$ cat config.mk
export PLATFORM = sky130hd
export DESIGN_NAME = psram_access_scheduler_flat
export DESIGN_NICKNAME = d
export VERILOG_FILES = /design/src/rtl/psram_sched_pkg.sv /design/src/rtl/psram_access_scheduler_if.sv /design/src/rtl/psram_chunk_calc.sv /design/src/rtl/psram_access_scheduler.sv /design/src/flat_wrapper.sv
export SDC_FILE = /design/constraint.sdc
export NUM_CORES = 1
export LEC_CHECK = 0
export ABC_CLOCK_PERIOD_IN_PS = 6100
export CORE_ASPECT_RATIO = 0.8
export CORE_UTILIZATION = 40
export CTS_BUF_LIST = sky130_fd_sc_hd__clkbuf_16
export DETAILED_ROUTE_END_ITERATION = 10
export GPL_TIMING_DRIVEN = 0
export MAX_ROUTING_LAYER = met4
export PLACE_DENSITY = 0.73
export SLEW_MARGIN = 30
export SYNTH_ARGS = -nofsm -noshare
export SYNTH_HDL_FRONTEND = slang
export SYNTH_HIERARCHICAL = 1
export SYNTH_SLANG_ARGS = --single-unit
$ cat constraint.sdc
create_clock -name sysclk -period 6.1 [get_ports sysclk]
set_input_delay 1.22 -clock sysclk [delete_from_list [all_inputs] [get_ports sysclk]]
set_output_delay 1.22 -clock sysclk [all_outputs]
set_load 0.005 [all_outputs]
$ cat src/rtl/psram_sched_pkg.sv
// psram_sched_pkg: shared widths, FSM states and ownership encoding for the PSRAM scheduler.
package psram_sched_pkg;
  localparam int LEN_W  = 11;
  localparam int ADDR_W = 24;
  typedef enum logic [2:0] {S_IDLE, S_GRANT, S_ISSUE, S_BUSY, S_COMPLETE} sched_state_e;
  typedef enum logic [1:0] {OWNER_NONE = 2'd0, OWNER_VIDEO = 2'd1, OWNER_HOST = 2'd2} owner_e;
endpackage

$ cat src/rtl/psram_access_scheduler_if.sv
// psram_access_scheduler_if: requester, host data and engine signals around the scheduler.
interface psram_access_scheduler_if;
  import psram_sched_pkg::*;
  logic              init_done;
  logic              vid_req, vid_ack, vid_done, vid_rvalid;
  logic [ADDR_W-1:0] vid_addr;
  logic [LEN_W-1:0]  vid_len;
  logic [7:0]        vid_rdata;
  logic              host_req, host_rw, host_ack, host_done, host_wready, host_rvalid;
  logic [ADDR_W-1:0] host_addr;
  logic [LEN_W-1:0]  host_len;
  logic [7:0]        host_wdata, host_rdata;
  logic              eng_cmd_valid, eng_cmd_ready, eng_cmd_rw, eng_done, eng_wready, eng_rvalid;
  logic [ADDR_W-1:0] eng_cmd_addr;
  logic [LEN_W-1:0]  eng_cmd_len;
  logic [7:0]        eng_wdata, eng_rdata;
  logic [1:0]        owner;
  modport slave (
    input  init_done, vid_req, vid_addr, vid_len, host_req, host_rw, host_addr, host_len,
           host_wdata, eng_cmd_ready, eng_done, eng_wready, eng_rdata, eng_rvalid,
    output vid_ack, vid_done, vid_rdata, vid_rvalid, host_ack, host_done, host_wready,
           host_rdata, host_rvalid, eng_cmd_valid, eng_cmd_rw, eng_cmd_addr, eng_cmd_len,
           eng_wdata, owner
  );
  modport master (
    output init_done, vid_req, vid_addr, vid_len, host_req, host_rw, host_addr, host_len,
           host_wdata, eng_cmd_ready, eng_done, eng_wready, eng_rdata, eng_rvalid,
    input  vid_ack, vid_done, vid_rdata, vid_rvalid, host_ack, host_done, host_wready,
           host_rdata, host_rvalid, eng_cmd_valid, eng_cmd_rw, eng_cmd_addr, eng_cmd_len,
           eng_wdata, owner
  );
endinterface

$ cat src/rtl/psram_chunk_calc.sv
// psram_chunk_calc: next burst size = min(remaining, MAX_BURST, bytes left in the current page).
module psram_chunk_calc
  import psram_sched_pkg::*;
#(
  parameter int MAX_BURST  = 32,
  parameter int PAGE_BYTES = 1024
) (
  input  logic [ADDR_W-1:0] addr,
  input  logic [LEN_W-1:0]  rem,
  output logic [LEN_W-1:0]  chunk
);
  logic [LEN_W-1:0] page_rem, cap;
  assign page_rem = LEN_W'(PAGE_BYTES) - LEN_W'(addr % ADDR_W'(PAGE_BYTES));
  assign cap      = page_rem < LEN_W'(MAX_BURST) ? page_rem : LEN_W'(MAX_BURST);
  assign chunk    = rem < cap ? rem : cap;
endmodule

$ cat src/rtl/psram_access_scheduler.sv
// psram_access_scheduler: arbitrates video/host onto one PSRAM engine, splitting requests into
// page-safe bursts of at most MAX_BURST bytes.
module psram_access_scheduler
  import psram_sched_pkg::*;
#(
  parameter int MAX_BURST         = 32,
  parameter int PAGE_BYTES        = 1024,
  parameter int HOST_STARVE_LIMIT = 4
) (
  input logic                     sysclk,
  input logic                     reset,
  psram_access_scheduler_if.slave bus
);
  localparam int SW = $clog2(HOST_STARVE_LIMIT + 1);
  localparam logic [SW-1:0] STARVE_MAX = SW'(HOST_STARVE_LIMIT);
  sched_state_e      state_q, state_d;
  owner_e            owner_q, owner_d;
  logic              rw_q, rw_d;
  logic [ADDR_W-1:0] addr_q, addr_d;
  logic [LEN_W-1:0]  rem_q, rem_d, chunk;
  logic [SW-1:0]     starve_q, starve_d;
  logic              grant, host_win, issue, busy, fin, vid_rd, host_rd, host_wr;
  psram_chunk_calc #(.MAX_BURST(MAX_BURST), .PAGE_BYTES(PAGE_BYTES)) u_chunk (
    .addr (addr_q),
    .rem  (rem_q),
    .chunk(chunk)
  );
  assign grant    = state_q == S_IDLE && bus.init_done && (bus.vid_req || bus.host_req);
  assign host_win = bus.host_req && (!bus.vid_req || starve_q == STARVE_MAX);
  assign issue    = state_q == S_ISSUE;
  assign busy     = state_q == S_BUSY;
  assign fin      = state_q == S_COMPLETE;
  always_comb begin
    state_d  = state_q;
    owner_d  = owner_q;
    rw_d     = rw_q;
    addr_d   = addr_q;
    rem_d    = rem_q;
    starve_d = starve_q;
    case (state_q)
      S_IDLE: if (grant) begin
        state_d  = S_GRANT;
        owner_d  = host_win ? OWNER_HOST : OWNER_VIDEO;
        rw_d     = host_win && bus.host_rw;
        addr_d   = host_win ? bus.host_addr : bus.vid_addr;
        rem_d    = host_win ? bus.host_len : bus.vid_len;
        starve_d = host_win ? '0 : (bus.host_req && starve_q != STARVE_MAX) ? starve_q + 1'b1 : starve_q;
      end
      S_GRANT:    state_d = rem_q == '0 ? S_COMPLETE : S_ISSUE;
      S_ISSUE:    state_d = bus.eng_cmd_valid && bus.eng_cmd_ready ? S_BUSY : S_ISSUE;
      S_BUSY: if (bus.eng_done) begin
        addr_d  = addr_q + ADDR_W'(chunk);
        rem_d   = rem_q - chunk;
        state_d = rem_q == chunk ? S_COMPLETE : S_ISSUE;
      end
      S_COMPLETE: begin
        state_d = S_IDLE;
        owner_d = OWNER_NONE;
      end
      default:    state_d = S_IDLE;
    endcase
  end
  always_ff @(posedge sysclk or negedge reset) begin
    if (!reset) begin
      state_q  <= S_IDLE;
      owner_q  <= OWNER_NONE;
      rw_q     <= 1'b0;
      addr_q   <= '0;
      rem_q    <= '0;
      starve_q <= '0;
    end else begin
      state_q  <= state_d;
      owner_q  <= owner_d;
      rw_q     <= rw_d;
      addr_q   <= addr_d;
      rem_q    <= rem_d;
      starve_q <= starve_d;
    end
  end
  // Data is routed only while a burst is in flight; stray engine read beats go nowhere.
  assign vid_rd  = busy && owner_q == OWNER_VIDEO;
  assign host_rd = busy && owner_q == OWNER_HOST && !rw_q;
  assign host_wr = busy && owner_q == OWNER_HOST && rw_q;
  assign bus.vid_ack       = grant && !host_win;
  assign bus.host_ack      = grant && host_win;
  assign bus.vid_done      = fin && owner_q == OWNER_VIDEO;
  assign bus.host_done     = fin && owner_q == OWNER_HOST;
  assign bus.vid_rvalid    = vid_rd && bus.eng_rvalid;
  assign bus.vid_rdata     = vid_rd ? bus.eng_rdata : '0;
  assign bus.host_rvalid   = host_rd && bus.eng_rvalid;
  assign bus.host_rdata    = host_rd ? bus.eng_rdata : '0;
  assign bus.host_wready   = host_wr && bus.eng_wready;
  assign bus.eng_wdata     = host_wr ? bus.host_wdata : '0;
  assign bus.eng_cmd_valid = issue && bus.init_done;
  assign bus.eng_cmd_rw    = issue && rw_q;
  assign bus.eng_cmd_addr  = issue ? addr_q : '0;
  assign bus.eng_cmd_len   = issue ? chunk : '0;
  assign bus.owner         = owner_q;
endmodule
$ cat src/flat_wrapper.sv
// flat-port wrapper written by rule: the top's interface ports become plain ports
module psram_access_scheduler_flat import psram_sched_pkg::*;
#(
  parameter int MAX_BURST         = 32,
  parameter int PAGE_BYTES        = 1024,
  parameter int HOST_STARVE_LIMIT = 4
)
  (sysclk, reset, bus_init_done, bus_vid_req, bus_vid_addr, bus_vid_len, bus_host_req, bus_host_rw, bus_host_addr, bus_host_len, bus_host_wdata, bus_eng_cmd_ready, bus_eng_done, bus_eng_wready, bus_eng_rdata, bus_eng_rvalid, bus_vid_ack, bus_vid_done, bus_vid_rdata, bus_vid_rvalid, bus_host_ack, bus_host_done, bus_host_wready, bus_host_rdata, bus_host_rvalid, bus_eng_cmd_valid, bus_eng_cmd_rw, bus_eng_cmd_addr, bus_eng_cmd_len, bus_eng_wdata, bus_owner);
  psram_access_scheduler_if bus_i ();
  input logic sysclk;
  input logic reset;
  input wire logic [$bits(bus_i.init_done)-1:0] bus_init_done;
  input wire logic [$bits(bus_i.vid_req)-1:0] bus_vid_req;
  input wire logic [$bits(bus_i.vid_addr)-1:0] bus_vid_addr;
  input wire logic [$bits(bus_i.vid_len)-1:0] bus_vid_len;
  input wire logic [$bits(bus_i.host_req)-1:0] bus_host_req;
  input wire logic [$bits(bus_i.host_rw)-1:0] bus_host_rw;
  input wire logic [$bits(bus_i.host_addr)-1:0] bus_host_addr;
  input wire logic [$bits(bus_i.host_len)-1:0] bus_host_len;
  input wire logic [$bits(bus_i.host_wdata)-1:0] bus_host_wdata;
  input wire logic [$bits(bus_i.eng_cmd_ready)-1:0] bus_eng_cmd_ready;
  input wire logic [$bits(bus_i.eng_done)-1:0] bus_eng_done;
  input wire logic [$bits(bus_i.eng_wready)-1:0] bus_eng_wready;
  input wire logic [$bits(bus_i.eng_rdata)-1:0] bus_eng_rdata;
  input wire logic [$bits(bus_i.eng_rvalid)-1:0] bus_eng_rvalid;
  output wire logic [$bits(bus_i.vid_ack)-1:0] bus_vid_ack;
  output wire logic [$bits(bus_i.vid_done)-1:0] bus_vid_done;
  output wire logic [$bits(bus_i.vid_rdata)-1:0] bus_vid_rdata;
  output wire logic [$bits(bus_i.vid_rvalid)-1:0] bus_vid_rvalid;
  output wire logic [$bits(bus_i.host_ack)-1:0] bus_host_ack;
  output wire logic [$bits(bus_i.host_done)-1:0] bus_host_done;
  output wire logic [$bits(bus_i.host_wready)-1:0] bus_host_wready;
  output wire logic [$bits(bus_i.host_rdata)-1:0] bus_host_rdata;
  output wire logic [$bits(bus_i.host_rvalid)-1:0] bus_host_rvalid;
  output wire logic [$bits(bus_i.eng_cmd_valid)-1:0] bus_eng_cmd_valid;
  output wire logic [$bits(bus_i.eng_cmd_rw)-1:0] bus_eng_cmd_rw;
  output wire logic [$bits(bus_i.eng_cmd_addr)-1:0] bus_eng_cmd_addr;
  output wire logic [$bits(bus_i.eng_cmd_len)-1:0] bus_eng_cmd_len;
  output wire logic [$bits(bus_i.eng_wdata)-1:0] bus_eng_wdata;
  output wire logic [$bits(bus_i.owner)-1:0] bus_owner;
  assign bus_i.init_done = bus_init_done;
  assign bus_i.vid_req = bus_vid_req;
  assign bus_i.vid_addr = bus_vid_addr;
  assign bus_i.vid_len = bus_vid_len;
  assign bus_i.host_req = bus_host_req;
  assign bus_i.host_rw = bus_host_rw;
  assign bus_i.host_addr = bus_host_addr;
  assign bus_i.host_len = bus_host_len;
  assign bus_i.host_wdata = bus_host_wdata;
  assign bus_i.eng_cmd_ready = bus_eng_cmd_ready;
  assign bus_i.eng_done = bus_eng_done;
  assign bus_i.eng_wready = bus_eng_wready;
  assign bus_i.eng_rdata = bus_eng_rdata;
  assign bus_i.eng_rvalid = bus_eng_rvalid;
  assign bus_vid_ack = bus_i.vid_ack;
  assign bus_vid_done = bus_i.vid_done;
  assign bus_vid_rdata = bus_i.vid_rdata;
  assign bus_vid_rvalid = bus_i.vid_rvalid;
  assign bus_host_ack = bus_i.host_ack;
  assign bus_host_done = bus_i.host_done;
  assign bus_host_wready = bus_i.host_wready;
  assign bus_host_rdata = bus_i.host_rdata;
  assign bus_host_rvalid = bus_i.host_rvalid;
  assign bus_eng_cmd_valid = bus_i.eng_cmd_valid;
  assign bus_eng_cmd_rw = bus_i.eng_cmd_rw;
  assign bus_eng_cmd_addr = bus_i.eng_cmd_addr;
  assign bus_eng_cmd_len = bus_i.eng_cmd_len;
  assign bus_eng_wdata = bus_i.eng_wdata;
  assign bus_owner = bus_i.owner;
  psram_access_scheduler #(.MAX_BURST(MAX_BURST), .PAGE_BYTES(PAGE_BYTES), .HOST_STARVE_LIMIT(HOST_STARVE_LIMIT)) u_core (.sysclk(sysclk), .reset(reset), .bus(bus_i));
endmodule
==> run_results.csv, run 1 <==
group,metric,value,unit
yosys,synth_area_per_cell,7.30,um2
floorplan,dieArea,0.0121,mm2
yosys,ys_top_cells_by_count,"nand2_1, nor2_1, and2_1",
timing,grt_setup_unrepaired,"false",
routing,wirelength,18.0,mm
routing,first_pass_iters,7,
timing,slew_violations,0,
global_routing,antenna_found_initial,0,
timing,slew_headroom,0.505,
yosys,synthCells,637,
global_routing,grt_pass1_wl,27.5,mm
placement,dp_hpwl,14.1,mm
routing,drt_iter0_drc,494,
placement,place_ws,0.507,ns
routing,detail-route-antenna-nets,0,
clocking,cts_setup_buffers,0,
setup_path,arrival,4.57,ns
yosys,async_flop_share,1.00,
routing,drc,0,
setup_path,cp-end-kind,"primary output",
floorplan,ios,166,
yosys,synth-warning-count,6,
hold_path,holdPathStages,2,
final_layout,diodes,0,
floorplan,die-width,123,um
yosys,synth_top_cell_area_share,0.237,
timing,tns,0,ns
hold_path,hold_path.startpoint,"u_core/starve_q[1]$_DFFE_PN0P_",
floorplan,die_h,98.4,um
setup_path,worstPathMaxFanout,10,
final_layout,finalCoreUtilization,0.601,
yosys,synth_cell_types,70,
setup_path,path_buf_inv,2,
global_routing,overflow,0,
timing,hold_slack,0.523,ns
clocking,cts.sinks,44,
routing,wl_per_cell,18.7,um
timing,finClkSkew,0.00793,ns
final_layout,syn2layout_area_growth,43.5,%
timing,setup_violations,0,
global_routing,gr-usage-all-layers,0.310,
flow_run,maxCapViolCount,0,
power_and_ir_drop,p_leak,2.79,nW
setup_path,r2r_start,"u_core/addr_q[2]$_DFFE_PN0P_",
routing,vias,5440,
floorplan,initial_core_util,0.419,
setup_path,path_cells,"or3_4 > or4b_4 > a21oi_2 > nand2_2 > ha_1 > o311ai_1 > nand2_1 > a31o_2 > clkbuf_1 > mux2i_1 > and2_1 > clkdlybuf4s50_1",
routing,viasPerCell,5.68,
clocking,cts-root-buf,"clkbuf_16",
power_and_ir_drop,powerDensity,449,mW/mm2
yosys,yosysTopAreaCell,"dfrtp_1",
timing,period_share,0.948,
timing,worst_pin_slew,0.739,ns
clocking,cts-buffers-inserted,5,
final_layout,nets,945,
yosys,syn_area,0.00465,mm2
yosys,synth_area_leaders,"dfrtp_1, ha_1, and2_1, nand2_1, a21oi_1",
yosys,synth_flop_cell,"dfrtp_1",
setup_path,crit_type,"flip-flop to primary output",
final_layout,layout-drive-gt1-share,0.0504,
global_routing,grt_max_degree,45,
yosys,post-synth-top-count-cell,"nand2_1",
setup_path,cp-start-kind,"flip-flop",
timing,max_freq,0.173,GHz
global_routing,first_global_vias,5045,
clocking,clockBufferDepth,2,
placement,finalWeightedCongestion,0.943,
setup_path,crit_slowest_cell,"mux2i_1",
timing,setup_slack,0.315,ns
run_status,status,"complete, no violations",
hold_path,min_path_type,"flip-flop to flip-flop",
setup_path,crit_path_max_incr_delay,0.56,ns
setup_path,crit_family,"simple AND/OR/NAND/NOR gates",
floorplan,row_count,34,
yosys,ys_ff_latch,44,
setup_path,cp.required,4.88,ns
floorplan,core,0.0111,mm2
clocking,htreeDepth,2,
clocking,clk_latency,0.30,ns
setup_path,ff2ff_path_depth,19,
yosys,seq_area_frac_synth,0.237,
power_and_ir_drop,ir_worst_vdd,0.000203,V
clocking,cts_tree,"done",
clocking,cts_resized,0,
clocking,cts.clk_slew.worst_paths,0.07,ns
setup_path,path_depth,12,
timing,fin_crit,5.79,ns
placement,port_buffers,165,
clocking,ctsHoldBuffers,0,
yosys,synth_edf_count,0,
timing,hold_violations,0,
setup_path,cp-startpoint,"u_core/addr_q[2]$_DFFE_PN0P_",
[metal layers]
metal | wire length (um) | global-route usage | vias up
met5 | 0 | - | -
met2 | 8290 | 0.478 | 261
li1 | - | - | 2572
met1 | 8100 | 0.430 | 2580
met4 | 237 | 0.0619 | 0
met3 | 1330 | 0.0456 | 27
[tightest hold or removal path: stages (launching register included)]
cell,delay (ns)
dfrtp_1,0.37
nand2_1,0.05
o21ai_0,0.06
[sequential cells by signal (all words and copies together), names as in the netlist]
signal	cells
u_core/addr_q	24
u_core/rem_q	11
u_core/starve_q	3
u_core/state_q	3
u_core/bus.owner	2
u_core/rw_q	1
[cell type report]
class                           instances  area, um2
Fill cell                            1017       4430
Multi-Input combinational cell        535       3320
Timing Repair Buffer                  165       1650
Sequential cell                        44       1100
Tap cell                              144        180
Clock buffer                            5        125
Buffer                                 29        124
Inverter                               33        124
Clock inverter                          3       42.5
[stage by stage]
stage	instances	power [W]	area (um2)
2_1_floorplan	641	0.00192	4660
3_3_place_gp	950	0.00256	6490
3_5_place_dp	950	0.00261	6500
4_1_cts	958	0.00295	6660
5_1_grt	958	0.00323	6670
6_report	958	0.00299	6670
[logic make-up after synthesis]
logic type / share of synthesized area
and+or+nand+nor: 0.328
buffers and inverters: 0.0533
muxes: 0.0366
adders and majority gates: 0.100
DFF: 0.237
xor gates and xnor gates: 0.0302
other: 0.000807
AOI/OAI and AO/OA: 0.214
[final timing paths]
path                                                  endpoint  slack [ns]
worst min register to register  u_core/starve_q[1]$_DFFE_PN0P_        0.52
worst max-delay path                        bus_eng_cmd_len[4]        0.31
max in group asynchronous          u_core/rem_q[5]$_DFFE_PN0P_        4.74
min in group asynchronous        u_core/addr_q[15]$_DFFE_PN0P_        0.92
worst min-delay path            u_core/starve_q[1]$_DFFE_PN0P_        0.52
worst max register to register   u_core/addr_q[14]$_DFFE_PN0P_        0.34
[cell usage in the layout (no fill, tap or decap), types with 4 or more instances in the layout]
master and instances:
dfrtp_1 44, clkbuf_16 5, clkbuf_1 16, a21oi_2 4, o21ai_1 4, nand2b_1 6
a31oi_1 4, nor3b_1 4, o21ai_0 29, nor4_1 4, nand2_1 92, clkdlybuf4s50_1 164
xor2_1 8, o22ai_1 6, xnor2_1 8, nor2b_1 5, ha_1 34, nand4_1 8
buf_2 12, a21oi_1 65, mux2i_1 17, inv_1 33, a21o_1 6, conb_1 5
nand3_1 19, and2_1 67, nor2_1 71, nor3_1 8
[where the power goes]
part,leakage [nW],internal [W],switching (W)
sequential,0.525,0.000399,0.000195
clock,0.0814,0.000193,0.000129
combinational,2.18,0.000945,0.00113
Note: power is estimated with default switching activity, not from simulation.
==> run 2, diff against run 1 <==
Settings changed: MAX_ROUTING_LAYER met4 to default.
==> run_results.csv, run 2 (synthesis results as in run 1) <==
group,metric,value,unit
final_layout,largest-register,"u_core/addr_q",
timing,worst_pin_slew,0.757,ns
routing,viasPerCell,5.66,
power_and_ir_drop,ir_worst_vdd,0.000226,V
floorplan,row_count,34,
final_layout,layout-drive-gt1-share,0.0491,
setup_path,crit_slowest_cell,"mux2i_1",
clocking,clockBufferDepth,2,
flow_run,maxCapViolCount,0,
final_layout,fillers,990,
timing,setup_violations,0,
global_routing,antenna_found_initial,0,
setup_path,crit_family,"simple AND/OR/NAND/NOR gates",
floorplan,die_h,98.4,um
setup_path,path_cells,"or3_4 > or4b_4 > a21oi_2 > nand2_2 > ha_1 > o311ai_1 > nand2_1 > a31o_2 > clkbuf_1 > mux2i_1 > and2_1 > clkdlybuf4s50_1",
setup_path,crit_path_max_incr_delay,0.58,ns
run_status,status,"complete, no violations",
global_routing,overflow,0,
timing,tns,0,ns
clocking,cts-root-buf,"clkbuf_16",
final_layout,mostFrequentLayoutCells,"clkdlybuf4s50_1, nand2_1, nor2_1",
timing,slew_headroom,0.493,
final_layout,reg_top3,"u_core/addr_q: 24 flops, u_core/rem_q: 11 flops",
setup_path,cp.required,4.88,ns
clocking,cts-buffers-inserted,5,
routing,drt_iter0_drc,550,
setup_path,worstPathMaxFanout,10,
clocking,cts_tree,"done",
final_layout,syn2layout_area_growth,43.4,%
clocking,clk_latency,0.29,ns
routing,first_pass_iters,6,
clocking,cts.clk_slew.worst_paths,0.06,ns
setup_path,cp-end-kind,"primary output",
placement,port_buffers,165,
timing,grt_setup_unrepaired,"false",
routing,drc,0,
setup_path,path_buf_inv,2,
global_routing,first_global_vias,5252,
timing,slew_violations,0,
routing,wirelength,17.9,mm
final_layout,finalCoreUtilization,0.600,
timing,period_share,0.945,
hold_path,min_path_type,"flip-flop to flip-flop",
placement,dp_hpwl,13.9,mm
setup_path,crit_type,"flip-flop to primary output",
power_and_ir_drop,powerDensity,448,mW/mm2
clocking,htreeDepth,2,
timing,hold_violations,0,
floorplan,initial_core_util,0.419,
final_layout,largest_register_ffs,24,
final_layout,final_common_cell,"clkdlybuf4s50_1",
power_and_ir_drop,p_leak,2.79,nW
timing,fin_crit,5.76,ns
global_routing,grt_max_degree,45,
setup_path,r2r_slack,0.34,ns
global_routing,gr-usage-all-layers,0.297,
clocking,cts_resized,0,
placement,finalWeightedCongestion,0.943,
clocking,cts_setup_buffers,0,
timing,max_freq,0.173,GHz
floorplan,dieArea,0.0121,mm2
routing,detail-route-antenna-nets,0,
clocking,ctsHoldBuffers,0,
routing,vias,5419,
setup_path,cp-start-kind,"flip-flop",
timing,finClkSkew,0.00526,ns
routing,wl_per_cell,18.7,um
floorplan,die-width,123,um
setup_path,arrival,4.54,ns
clocking,cts.sinks,44,
floorplan,ios,166,
final_layout,diodes,0,
global_routing,grt_pass1_wl,27.4,mm
floorplan,core,0.0111,mm2
final_layout,nets,945,
-- run 2: cell types whose count changed in the layout (fill, tap and decap cells not counted) --
cell | previous run | this run
clkinv_4 | 1 | 0
clkinv_1 | 1 | 2
-- run 2: metrics by stage --
stage	total power, W	hold WS (ns)	cell area, um2	cells	setup slack [ns]
after floorplan	0.00192	0.474	4660	641	1.39
after global placement	0.00255	0.494	6490	950	0.578
after global routing	0.00321	0.542	6670	958	0.0601
after CTS	0.00293	0.526	6660	958	0.412
after detailed placement	0.00260	0.514	6500	950	0.502
final	0.00299	0.523	6670	958	0.336
-- run 2: area by class of cell --
| class | count | area, um2 | share of cell area |
|---|---|---|---|
| Multi-Input combinational cell | 535 | 3320 | 0.499 |
| Tap cell | 144 | 180 | 0.0270 |
| Clock buffer | 5 | 125 | 0.0188 |
| Inverter | 33 | 124 | 0.0186 |
| Buffer | 29 | 124 | 0.0186 |
| Clock inverter | 3 | 37.5 | 0.00563 |
| Timing Repair Buffer | 165 | 1650 | 0.247 |
| Sequential cell | 44 | 1100 | 0.165 |
-- run 2: worst paths after layout --
check / from / to / depth (start not counted)
max: u_core/addr_q[2]$_DFFE_PN0P_ / bus_eng_cmd_len[1] / 12
min: u_core/addr_q[13]$_DFFE_PN0P_ / u_core/addr_q[13]$_DFFE_PN0P_ / 1
max reg2reg: u_core/addr_q[2]$_DFFE_PN0P_ / u_core/addr_q[14]$_DFFE_PN0P_ / 19
min reg2reg: u_core/addr_q[13]$_DFFE_PN0P_ / u_core/addr_q[13]$_DFFE_PN0P_ / 1
max in group asynchronous: reset / u_core/rem_q[3]$_DFFE_PN0P_ / 1
min in group asynchronous: reset / u_core/addr_q[11]$_DFFE_PN0P_ / 1
-- run 2: power by group --
part	internal, W	switching, W
Sequential	0.000399	0.000190
Clock	0.000191	0.000124
Combinational	0.000943	0.00114
-- run 2: worst reg2reg max path, cell delays in order, from the launching register on --
cell and delay, ns:
dfrtp_1 0.46, or3_4 0.45, or4b_4 0.50, a21oi_2 0.30
nand2_2 0.11, ha_1 0.28, o311ai_1 0.08, nand2_1 0.11
a31o_2 0.19, clkbuf_1 0.49, mux2i_1 0.58, inv_1 0.22
fa_1 0.49, nor2b_1 0.19, o211ai_1 0.15, a31oi_2 0.29
nor2_1 0.13, or3_1 0.35, o22ai_1 0.19, a21oi_1 0.10
-- run 2: per-layer routing --
| metal | up-vias | wire [um] | share of wire | GRT usage |
|---|---|---|---|---|
| li1 | 2569 | - | - | - |
| met3 | 34 | 1330 | 0.074 | 0.0409 |
| met1 | 2553 | 8180 | 0.46 | 0.424 |
| met2 | 263 | 8050 | 0.45 | 0.465 |
| met4 | 0 | 350 | 0.020 | 0.0797 |
| met5 | - | 0 | 0 | 0 |
